<file path="src/rtl/forwarding_unit_pkg.sv">
// Shared pipeline definitions: EXE operand-select encodings and the
// per-stage shadow slot record used by the forwarding/hazard logic.
package forwarding_unit_pkg;

  // Widest register index a slot can carry; narrower indices are zero-extended.
  localparam int unsigned MAX_REG_ADDR_W = 8;

  // Shadow slot positions, oldest last.
  localparam int unsigned SLOT_EXE  = 0;
  localparam int unsigned SLOT_MEM  = 1;
  localparam int unsigned SLOT_WB   = 2;
  localparam int unsigned NUM_SLOTS = 3;

  // EXE operand source selects.
  typedef enum logic [1:0] {
    SEL_ID  = 2'd0,
    SEL_MEM = 2'd1,
    SEL_WB  = 2'd2
  } sel_e;

  typedef struct packed {
    logic                      valid;
    logic [MAX_REG_ADDR_W-1:0] dest;
    logic                      wb_en;
    logic                      mem_read;
  } slot_t;

endpackage

</file>
<file path="src/rtl/forwarding_unit_fwd_match.sv">
// Compares one ID source register against the EXE and MEM shadow slots and
// returns the forwarding select plus this source's hazard contribution.
module fwd_match
  import forwarding_unit_pkg::*;
#(
  parameter int unsigned REG_ADDR_W = 5
) (
  input  logic                      fwd_en,
  input  logic [REG_ADDR_W-1:0]     src,
  input  logic                      used,
  input  slot_t                     exe_slot,
  input  logic                      mem_valid,
  input  logic                      mem_wb_en,
  input  logic [MAX_REG_ADDR_W-1:0] mem_dest,
  output sel_e                      sel,
  output logic                      stall
);

  logic [MAX_REG_ADDR_W-1:0] src_ext;
  logic                      exe_hit;
  logic                      mem_hit;

  assign src_ext = MAX_REG_ADDR_W'(src);

  // Producer detection (r0 never matches), select priority and stall need.
  always_comb begin
    exe_hit = exe_slot.valid && exe_slot.wb_en && (exe_slot.dest == src_ext) && (src_ext != '0);
    mem_hit = mem_valid && mem_wb_en && (mem_dest == src_ext) && (src_ext != '0);
    sel     = SEL_ID;
    stall   = 1'b0;
    if (fwd_en) begin
      if (exe_hit)      sel = SEL_MEM;
      else if (mem_hit) sel = SEL_WB;
      stall = used && exe_hit && exe_slot.mem_read;
    end else begin
      stall = used && (exe_hit || mem_hit);
    end
  end

endmodule

</file>
<file path="src/rtl/forwarding_unit.sv">
// Data-hazard unit: tracks EXE/MEM/WB destination shadows, registers EXE
// operand selects, raises load-use (or no-forwarding) stalls and counts them.
module forwarding_unit
  import forwarding_unit_pkg::*;
#(
  parameter int unsigned REG_ADDR_W = 5,
  parameter int unsigned CNT_W      = 16
) (
  input  logic                  clk,
  input  logic                  rst,
  input  logic                  fwd_en,
  input  logic                  freeze,
  input  logic                  id_valid,
  input  logic [REG_ADDR_W-1:0] id_src1,
  input  logic [REG_ADDR_W-1:0] id_src2,
  input  logic                  id_use_src2,
  input  logic                  id_is_store,
  input  logic [REG_ADDR_W-1:0] id_dest,
  input  logic                  id_wb_en,
  input  logic                  id_mem_read,
  output logic [1:0]            val1_s,
  output logic [1:0]            val2_s,
  output logic [1:0]            ST_value_s,
  output logic                  hazard_stall,
  output logic [CNT_W-1:0]      stall_count
);

  slot_t            slots [NUM_SLOTS];
  slot_t            id_slot;
  sel_e             val1_q, val2_q, st_q;
  sel_e             sel1, sel2;
  logic             stall1, stall2;
  logic [CNT_W-1:0] cnt_q;

  assign id_slot = '{valid: id_valid, dest: MAX_REG_ADDR_W'(id_dest),
                     wb_en: id_wb_en, mem_read: id_mem_read};

  fwd_match #(.REG_ADDR_W(REG_ADDR_W)) u_match_src1 (
    .fwd_en    (fwd_en),
    .src       (id_src1),
    .used      (1'b1),
    .exe_slot  (slots[SLOT_EXE]),
    .mem_valid (slots[SLOT_MEM].valid),
    .mem_wb_en (slots[SLOT_MEM].wb_en),
    .mem_dest  (slots[SLOT_MEM].dest),
    .sel       (sel1),
    .stall     (stall1)
  );

  fwd_match #(.REG_ADDR_W(REG_ADDR_W)) u_match_src2 (
    .fwd_en    (fwd_en),
    .src       (id_src2),
    .used      (id_use_src2 | id_is_store),
    .exe_slot  (slots[SLOT_EXE]),
    .mem_valid (slots[SLOT_MEM].valid),
    .mem_wb_en (slots[SLOT_MEM].wb_en),
    .mem_dest  (slots[SLOT_MEM].dest),
    .sel       (sel2),
    .stall     (stall2)
  );

  // Stall request only for a real ID instruction; still driven under freeze.
  always_comb begin
    hazard_stall = id_valid && (stall1 || stall2);
  end

  // Advance shadows and load selects with the instruction entering EXE.
  always_ff @(posedge clk or negedge rst) begin
    if (!rst) begin
      for (int unsigned i = 0; i < NUM_SLOTS; i++) slots[i] <= '0;
      val1_q <= SEL_ID;
      val2_q <= SEL_ID;
      st_q   <= SEL_ID;
    end else if (!freeze) begin
      slots[SLOT_WB]  <= slots[SLOT_MEM];
      slots[SLOT_MEM] <= slots[SLOT_EXE];
      if (hazard_stall) begin
        slots[SLOT_EXE] <= '0;
        val1_q          <= SEL_ID;
        val2_q          <= SEL_ID;
        st_q            <= SEL_ID;
      end else begin
        slots[SLOT_EXE] <= id_slot;
        val1_q          <= id_valid ? sel1 : SEL_ID;
        val2_q          <= (id_valid && id_use_src2) ? sel2 : SEL_ID;
        st_q            <= (id_valid && id_is_store) ? sel2 : SEL_ID;
      end
    end
  end

  // Saturating count of stall cycles that actually took effect.
  always_ff @(posedge clk or negedge rst) begin
    if (!rst) begin
      cnt_q <= '0;
    end else if (!freeze && hazard_stall && (cnt_q != '1)) begin
      cnt_q <= cnt_q + CNT_W'(1);
    end
  end

  assign val1_s      = val1_q;
  assign val2_s      = val2_q;
  assign ST_value_s  = st_q;
  assign stall_count = cnt_q;

endmodule

</file>
<file path="config.mk">
export PLATFORM = sky130hd
export DESIGN_NAME = forwarding_unit
export DESIGN_NICKNAME = d
export VERILOG_FILES = /design/src/rtl/forwarding_unit_pkg.sv /design/src/rtl/forwarding_unit_fwd_match.sv /design/src/rtl/forwarding_unit.sv
export SDC_FILE = /design/constraint.sdc
export NUM_CORES = 1
export LEC_CHECK = 0
export CAP_MARGIN = 40
export CORE_MARGIN = 5
export CORE_UTILIZATION = 53
export CTS_CLUSTER_DIAMETER = 40
export DETAILED_ROUTE_END_ITERATION = 8
export HOLD_SLACK_MARGIN = 0.08
export PLACE_DENSITY_LB_ADDON = 0.1
export SYNTH_ARGS = -nofsm -noshare
export SYNTH_HDL_FRONTEND = slang
export SYNTH_SLANG_ARGS = --single-unit
</file>
<file path="constraint.sdc">
create_clock -name clk -period 4.95 [get_ports clk]
set_clock_uncertainty 0.2 [all_clocks]
set_input_delay 1.2375 -clock clk [delete_from_list [all_inputs] [get_ports clk]]
set_output_delay 1.2375 -clock clk [all_outputs]
set_load 0.05 [all_outputs]
</file>
==> results of run 1 <==
-- report_power, final --
| part | switching [mW] | leakage [nW] | total (mW) | internal [mW] |
|---|---|---|---|---|
| Clock | 0.101 | 0.0399 | 0.194 | 0.0925 |
| Sequential | 0.0199 | 0.484 | 0.340 | 0.320 |
| Combinational | 0.0562 | 0.583 | 0.111 | 0.0551 |
| Total | 0.177 | 1.11 | 0.645 | 0.467 |
-- kinds of logic after synthesis --
kind of cell               count (synthesis)
AOI/OAI and AO/OA                         19
and+or+nand+nor                           87
adders and majority gates                  1
muxes                                      8
DFF                                       37
xor gates and xnor gates                  34
buffers and inverters                      8
-- metrics by stage --
stage | power (mW) | utilization (%)
after floorplan | 0.4051 | -
after global placement | 0.4520 | 68.25
after detailed placement | 0.4565 | 68.25
after CTS | 0.6512 | 70.33
after global routing | 0.6718 | 70.33
final | 0.6446 | 70.33
-- final cells by class --
cell class	instances	area share, %
Inverter	2	0.2915
Clock buffer	5	2.672
Timing Repair Buffer	49	18.66
Clock inverter	1	0.1944
Sequential cell	37	35.96
Tap cell	48	2.332
Multi-Input combinational cell	149	39.89
-- synth_stat cells (2+ instances only) --
library cell	n	area [sq um]
nand2_1	20	75.07
nor4_2	2	25.02
nor2b_1	2	12.51
nor3b_1	2	15.01
a22o_1	2	17.52
nor3_1	12	60.06
and3_1	3	18.77
xnor2_1	10	87.58
or4_1	2	15.01
dfrtp_1	37	925.9
xor2_1	24	210.2
nor2_1	11	41.29
nor4_1	6	37.54
or3_1	2	12.51
nand4_1	5	31.28
inv_1	2	7.510
a32o_1	4	40.04
nand3_1	8	40.04
clkbuf_1	4	15.01
o21ai_1	8	40.04
mux2_2	7	78.83
nand2b_1	8	50.05
-- state kept, by name, summed over array words and instances (netlist names) --
register,count
slots,15
stall_count,16
ST_value_s,2
val2_s,2
val1_s,2
-- worst min path at each step --
stage / startpoint / end / slack, ns / cells past startpoint
2_1_floorplan: slots[22] / slots[22] / 0.26 / 2
3_3_place_gp: val1_s[1] / val1_s[1] / 0.27 / 2
3_5_place_dp: slots[22] / slots[22] / 0.29 / 2
4_1_cts: stall_count[9] / stall_count[9] / 0.30 / 1
5_1_grt: val2_s[0] / val2_s[0] / 0.32 / 1
6_report: stall_count[9] / stall_count[9] / 0.29 / 1
-- what timing repair did --
| item | 4_1_cts | 5_1_grt |
|---|---|---|
| resized for setup | 1 | 0 |
| endpoints found under the setup margin | 1 | 0 |
| setup buffers | 0 | 0 |
| hold endpoints to repair | 0 | 0 |
-- metal layers --
layer | GRT usage, % | part of all wire, %
met5 | 0 | 0
met4 | 6.681 | 2.3
met2 | 28.47 | 45
met3 | 7.153 | 7.9
met1 | 24.18 | 44
-- critical path, cell delays in order --
cell	delay, ns
clkdlybuf4s50_1	0.47
xor2_1	0.19
nor4_1	0.39
nor3b_1	0.40
nor4_4	0.09
nor2b_2	0.30
buf_4	0.26
==> results.toml, run 1 <==
[status]
status = "finished clean"

[layout]
final_area_sq_mm = 0.002575
area_delta_synth_final_pct = 29.43
drive_above_1_share_pct = 10.29
layout.cells.non_filler = 291
nNetsFinal = 269
antenna_cells = 0
layout_commonest_cell = "clkdlybuf4s50_1"
seq_area_sq_um = 925.9
multi_input_area_sq_mm = 0.001027
layout_common_cells = "clkdlybuf4s50_1, dfrtp_1, xor2_1"
fill_cells = 285

[sta]
finalSetupTns_ns = 0
maxSlewViolCount = 0
clock.fmax_mhz = 209.3
fin_hold_ws_ns = 0.2938
tightest_slew_ns = 0.8475
period_share_pct = 96.52
finalSetupViolCount = 0
setup_slack_ns = 0.1724
fin_crit_ns = 4.778
hold_viol = 0
slew_headroom_pct = 42.98
rsz0062_at_grt = "false"

[worst_setup_path]
cp-end-kind = "output port"
cp_max_fo = 8
rrSetupSlack_ns = 2.32
r2r-start = "slots[16]"
rr_endpoint = "stall_count[1]"
cp-endpoint = "hazard_stall"
worstSetupPathType = "in -> out"
crit_start = "id_src1[3]"
startpoint_type = "primary input"
cp.required_ns = 3.51
worstPathArrival_ns = 3.34
rr_worst_depth = 7

[logic_synthesis]
yosysWarningCount = 0
avgSynthCellArea_sq_um = 10.25
synthCells = 194
syn_area_sq_mm = 0.001989
synth_compound_area_share_pct = 6.918
synth_top_family_by_area = "simple AND/OR/NAND/NOR gates"
async_reset_ff_share_pct = 100.0
ys_ff_latch = 37
syn-num-nets = 219
synthDistinctLibCells = 35
ys.flop_type = "dfrtp_1"
synth-simple-area-share_pct = 24.28
synth_edf_count = 0
synth_mux_area_share_pct = 4.717
yosys.area_share.adder_pct = 0.6289
ys_seq_area_share_pct = 46.54
synth-xor-area-share_pct = 14.97

[clock_tree]
cts_buffer_depth = 2
cts_tree = "done"
cts.clk_slew.worst_paths_ns = 0.07
cts_buffers = 5
cts.sinks = 37
cts_max_level = 2
insertion_delay_ns = 0.29
hold_buffers = 0
clock-root-buffer = "clkbuf_8"

[routing]
wire_per_inst_um = 15.67
ant_nets = 0
drtIter0Drc = 93
dr.pass1.iters = 4
via_per_inst = 5.550
wl_um = 4561
vias = 1615
drc_errors = 0

[min_path]
hp-class = "reg -> reg"

[place]
hpwl_um = 3435
placed_area_sq_mm = 0.002499
numPortBuffers = 46
dp_slack_ns = 0.02139
finalWeightedCongestion = 0.8738
dpl.cell_count = 285

[pwr]
ir_worst_vdd_uv = 177.8
p_leak_nw = 1.107
p_per_area_mw_per_mm2 = 250.3

[global_routing]
grt_first_pass_wirelength_um = 7479
track_usage_pct = 18.64
grt_pass1_vias = 1584
grt_overflow = 0
grt_max_degree = 38
antenna_found_initial = 0

[floorplan]
placeableCoreArea_sq_mm = 0.003661
die_width_um = 71.27
die_h_um = 71.27
pin_count = 47
rows = 22
initial_utilization_pct = 54.34
die-area_sq_mm = 0.005079

[run]
cap_violations = 0
No activity file was read; power rests on OpenSTA's default activity.
==> inputs of run 2 (changes only) <==
--- a/config.mk
+++ b/config.mk
@@ -10,6 +10,7 @@
 export CORE_UTILIZATION = 53
 export CTS_CLUSTER_DIAMETER = 40
 export DETAILED_ROUTE_END_ITERATION = 8
+export GPL_TIMING_DRIVEN = 0
 export HOLD_SLACK_MARGIN = 0.08
 export PLACE_DENSITY_LB_ADDON = 0.1
 export SYNTH_ARGS = -nofsm -noshare
==> results.toml, run 2 (synthesis results as in run 1) <==
[global_routing]
grt_max_degree = 38
grt_first_pass_wirelength_um = 7293
antenna_found_initial = 0
track_usage_pct = 18.35
grt_pass1_vias = 1547
grt_overflow = 0

[worst_setup_path]
worstSetupPathType = "in -> out"
startpoint_type = "primary input"
cp-end-kind = "output port"
rr_endpoint = "stall_count[1]"
rr_worst_depth = 7
worstPathArrival_ns = 3.34
cp_max_fo = 8
rrSetupSlack_ns = 2.41
r2r-start = "slots[25]"
cp.required_ns = 3.51

[place]
hpwl_um = 3187
numPortBuffers = 46
finalWeightedCongestion = 0.7932
dp_slack_ns = -0.6665
dpl.cell_count = 288

[routing]
via_per_inst = 5.448
wire_per_inst_um = 14.40
wl_um = 4277
drc_errors = 0
drtIter0Drc = 130
dr.pass1.iters = 4
ant_nets = 0
vias = 1618

[layout]
layout_commonest_cell = "clkdlybuf4s50_1"
nNetsFinal = 273
layout_common_cells = "clkdlybuf4s50_1, dfrtp_1, xor2_1"
largest_register_ffs = 16
drive_above_1_share_pct = 11.24
antenna_cells = 0
area_delta_synth_final_pct = 31.13
layout.cells.non_filler = 297

[sta]
fin_crit_ns = 4.777
hold_viol = 0
rsz0062_at_grt = "false"
clock.fmax_mhz = 209.3
maxSlewViolCount = 0
setup_slack_ns = 0.1730
period_share_pct = 96.51
tightest_slew_ns = 0.7719
finalSetupViolCount = 0
slew_headroom_pct = 48.07

[floorplan]
die_h_um = 71.27
placeableCoreArea_sq_mm = 0.003661
die-area_sq_mm = 0.005079
initial_utilization_pct = 54.34
die_width_um = 71.27
rows = 22
pin_count = 47

[clock_tree]
clock-root-buffer = "clkbuf_8"
insertion_delay_ns = 0.30
cts_max_level = 2
cts_tree = "done"
cts_buffers = 5
cts.clk_slew.worst_paths_ns = 0.06
hold_buffers = 0
cts.sinks = 37
cts_buffer_depth = 2

[min_path]
hp-class = "reg -> reg"
holdPathStages = 1
hold_end = "ST_value_s[0]"
hp-start = "ST_value_s[0]"

[run]
cap_violations = 0

[pwr]
p_per_area_mw_per_mm2 = 256.4
p_leak_nw = 1.125
ir_worst_vdd_uv = 199.2

[status]
status = "finished clean"
[run 2: power by group]
part / switching [mW] / leakage (nW) / total, mW / internal, mW
clock: 0.107 / 0.0512 / 0.220 / 0.113
combinational: 0.0563 / 0.590 / 0.111 / 0.0545
sequential: 0.0188 / 0.484 / 0.338 / 0.320
total: 0.182 / 1.13 / 0.669 / 0.487
[run 2: worst max path at each step]
stage / start / end / slack [ns] / cells after the start
2_1_floorplan: id_src1[0] / hazard_stall / 0.71 / 6
3_3_place_gp: id_src1[0] / hazard_stall / -0.66 / 8
3_5_place_dp: id_src1[0] / hazard_stall / -0.67 / 8
4_1_cts: id_src1[3] / hazard_stall / 0.03 / 8
5_1_grt: id_src1[0] / hazard_stall / 0.04 / 8
6_report: id_src1[0] / hazard_stall / 0.17 / 8
[run 2: through the flow]
stage | TNS (ns) | area (sq um) | power [mW] | hold slack, ns | util, %
floorplan | 0 | 1989 | 0.4051 | 0.2565 | -
global placement | -0.6602 | 2510 | 0.4528 | 0.2733 | 68.56
detailed placement | -0.6665 | 2505 | 0.4544 | 0.2810 | 68.42
CTS | 0 | 2610 | 0.6737 | 0.2956 | 71.29
global route | 0 | 2609 | 0.7012 | 0.3113 | 71.26
finish | 0 | 2609 | 0.6689 | 0.2899 | 71.26
[run 2: critical path, stage by stage]
cell,delay (ns)
clkdlybuf4s50_1,0.47
or4_4,0.57
a21oi_2,0.16
nor3_1,0.11
nor4_4,0.31
nor2b_1,0.08
buf_2,0.17
buf_2,0.22
[run 2: area by class of cell]
| cell class | count | area (sq um) |
|---|---|---|
| plain buffers | 6 | 31.28 |
| clock buffers | 6 | 82.58 |
| clock inverters | 2 | 13.76 |
| fillers | 293 | 1052 |
| inverters | 2 | 7.507 |
| multi-input cells | 149 | 1030 |
| flip-flops and latches | 37 | 925.9 |
| well taps | 48 | 60.06 |
| repair buffers | 47 | 457.9 |
[run 2: per-layer routing]
metal | part of all wire (%) | track usage (%)
met1 | 47 | 25.29
met2 | 45 | 26.84
met3 | 5.4 | 5.750
met4 | 2.2 | 7.516
met5 | 0 | 0
[run 2: timing repair]
item / in CTS / in global routing
resized for setup: 3 / 3
endpoints found under the setup margin: 1 / 1
buffers inserted: 1 / 0
hold endpoints to repair: 0 / 0
cloned: 0 / 0
pin swaps: 1 / 0
==> inputs of run 3 (changes only) <==
--- a/config.mk
+++ b/config.mk
@@ -11,7 +11,6 @@
 export CTS_CLUSTER_DIAMETER = 40
 export DETAILED_ROUTE_END_ITERATION = 8
 export GPL_TIMING_DRIVEN = 0
-export HOLD_SLACK_MARGIN = 0.08
 export PLACE_DENSITY_LB_ADDON = 0.1
 export SYNTH_ARGS = -nofsm -noshare
 export SYNTH_HDL_FRONTEND = slang
==> results of run 3 <==
No change in the layout: final DEF, timing and power equal those of run 2.
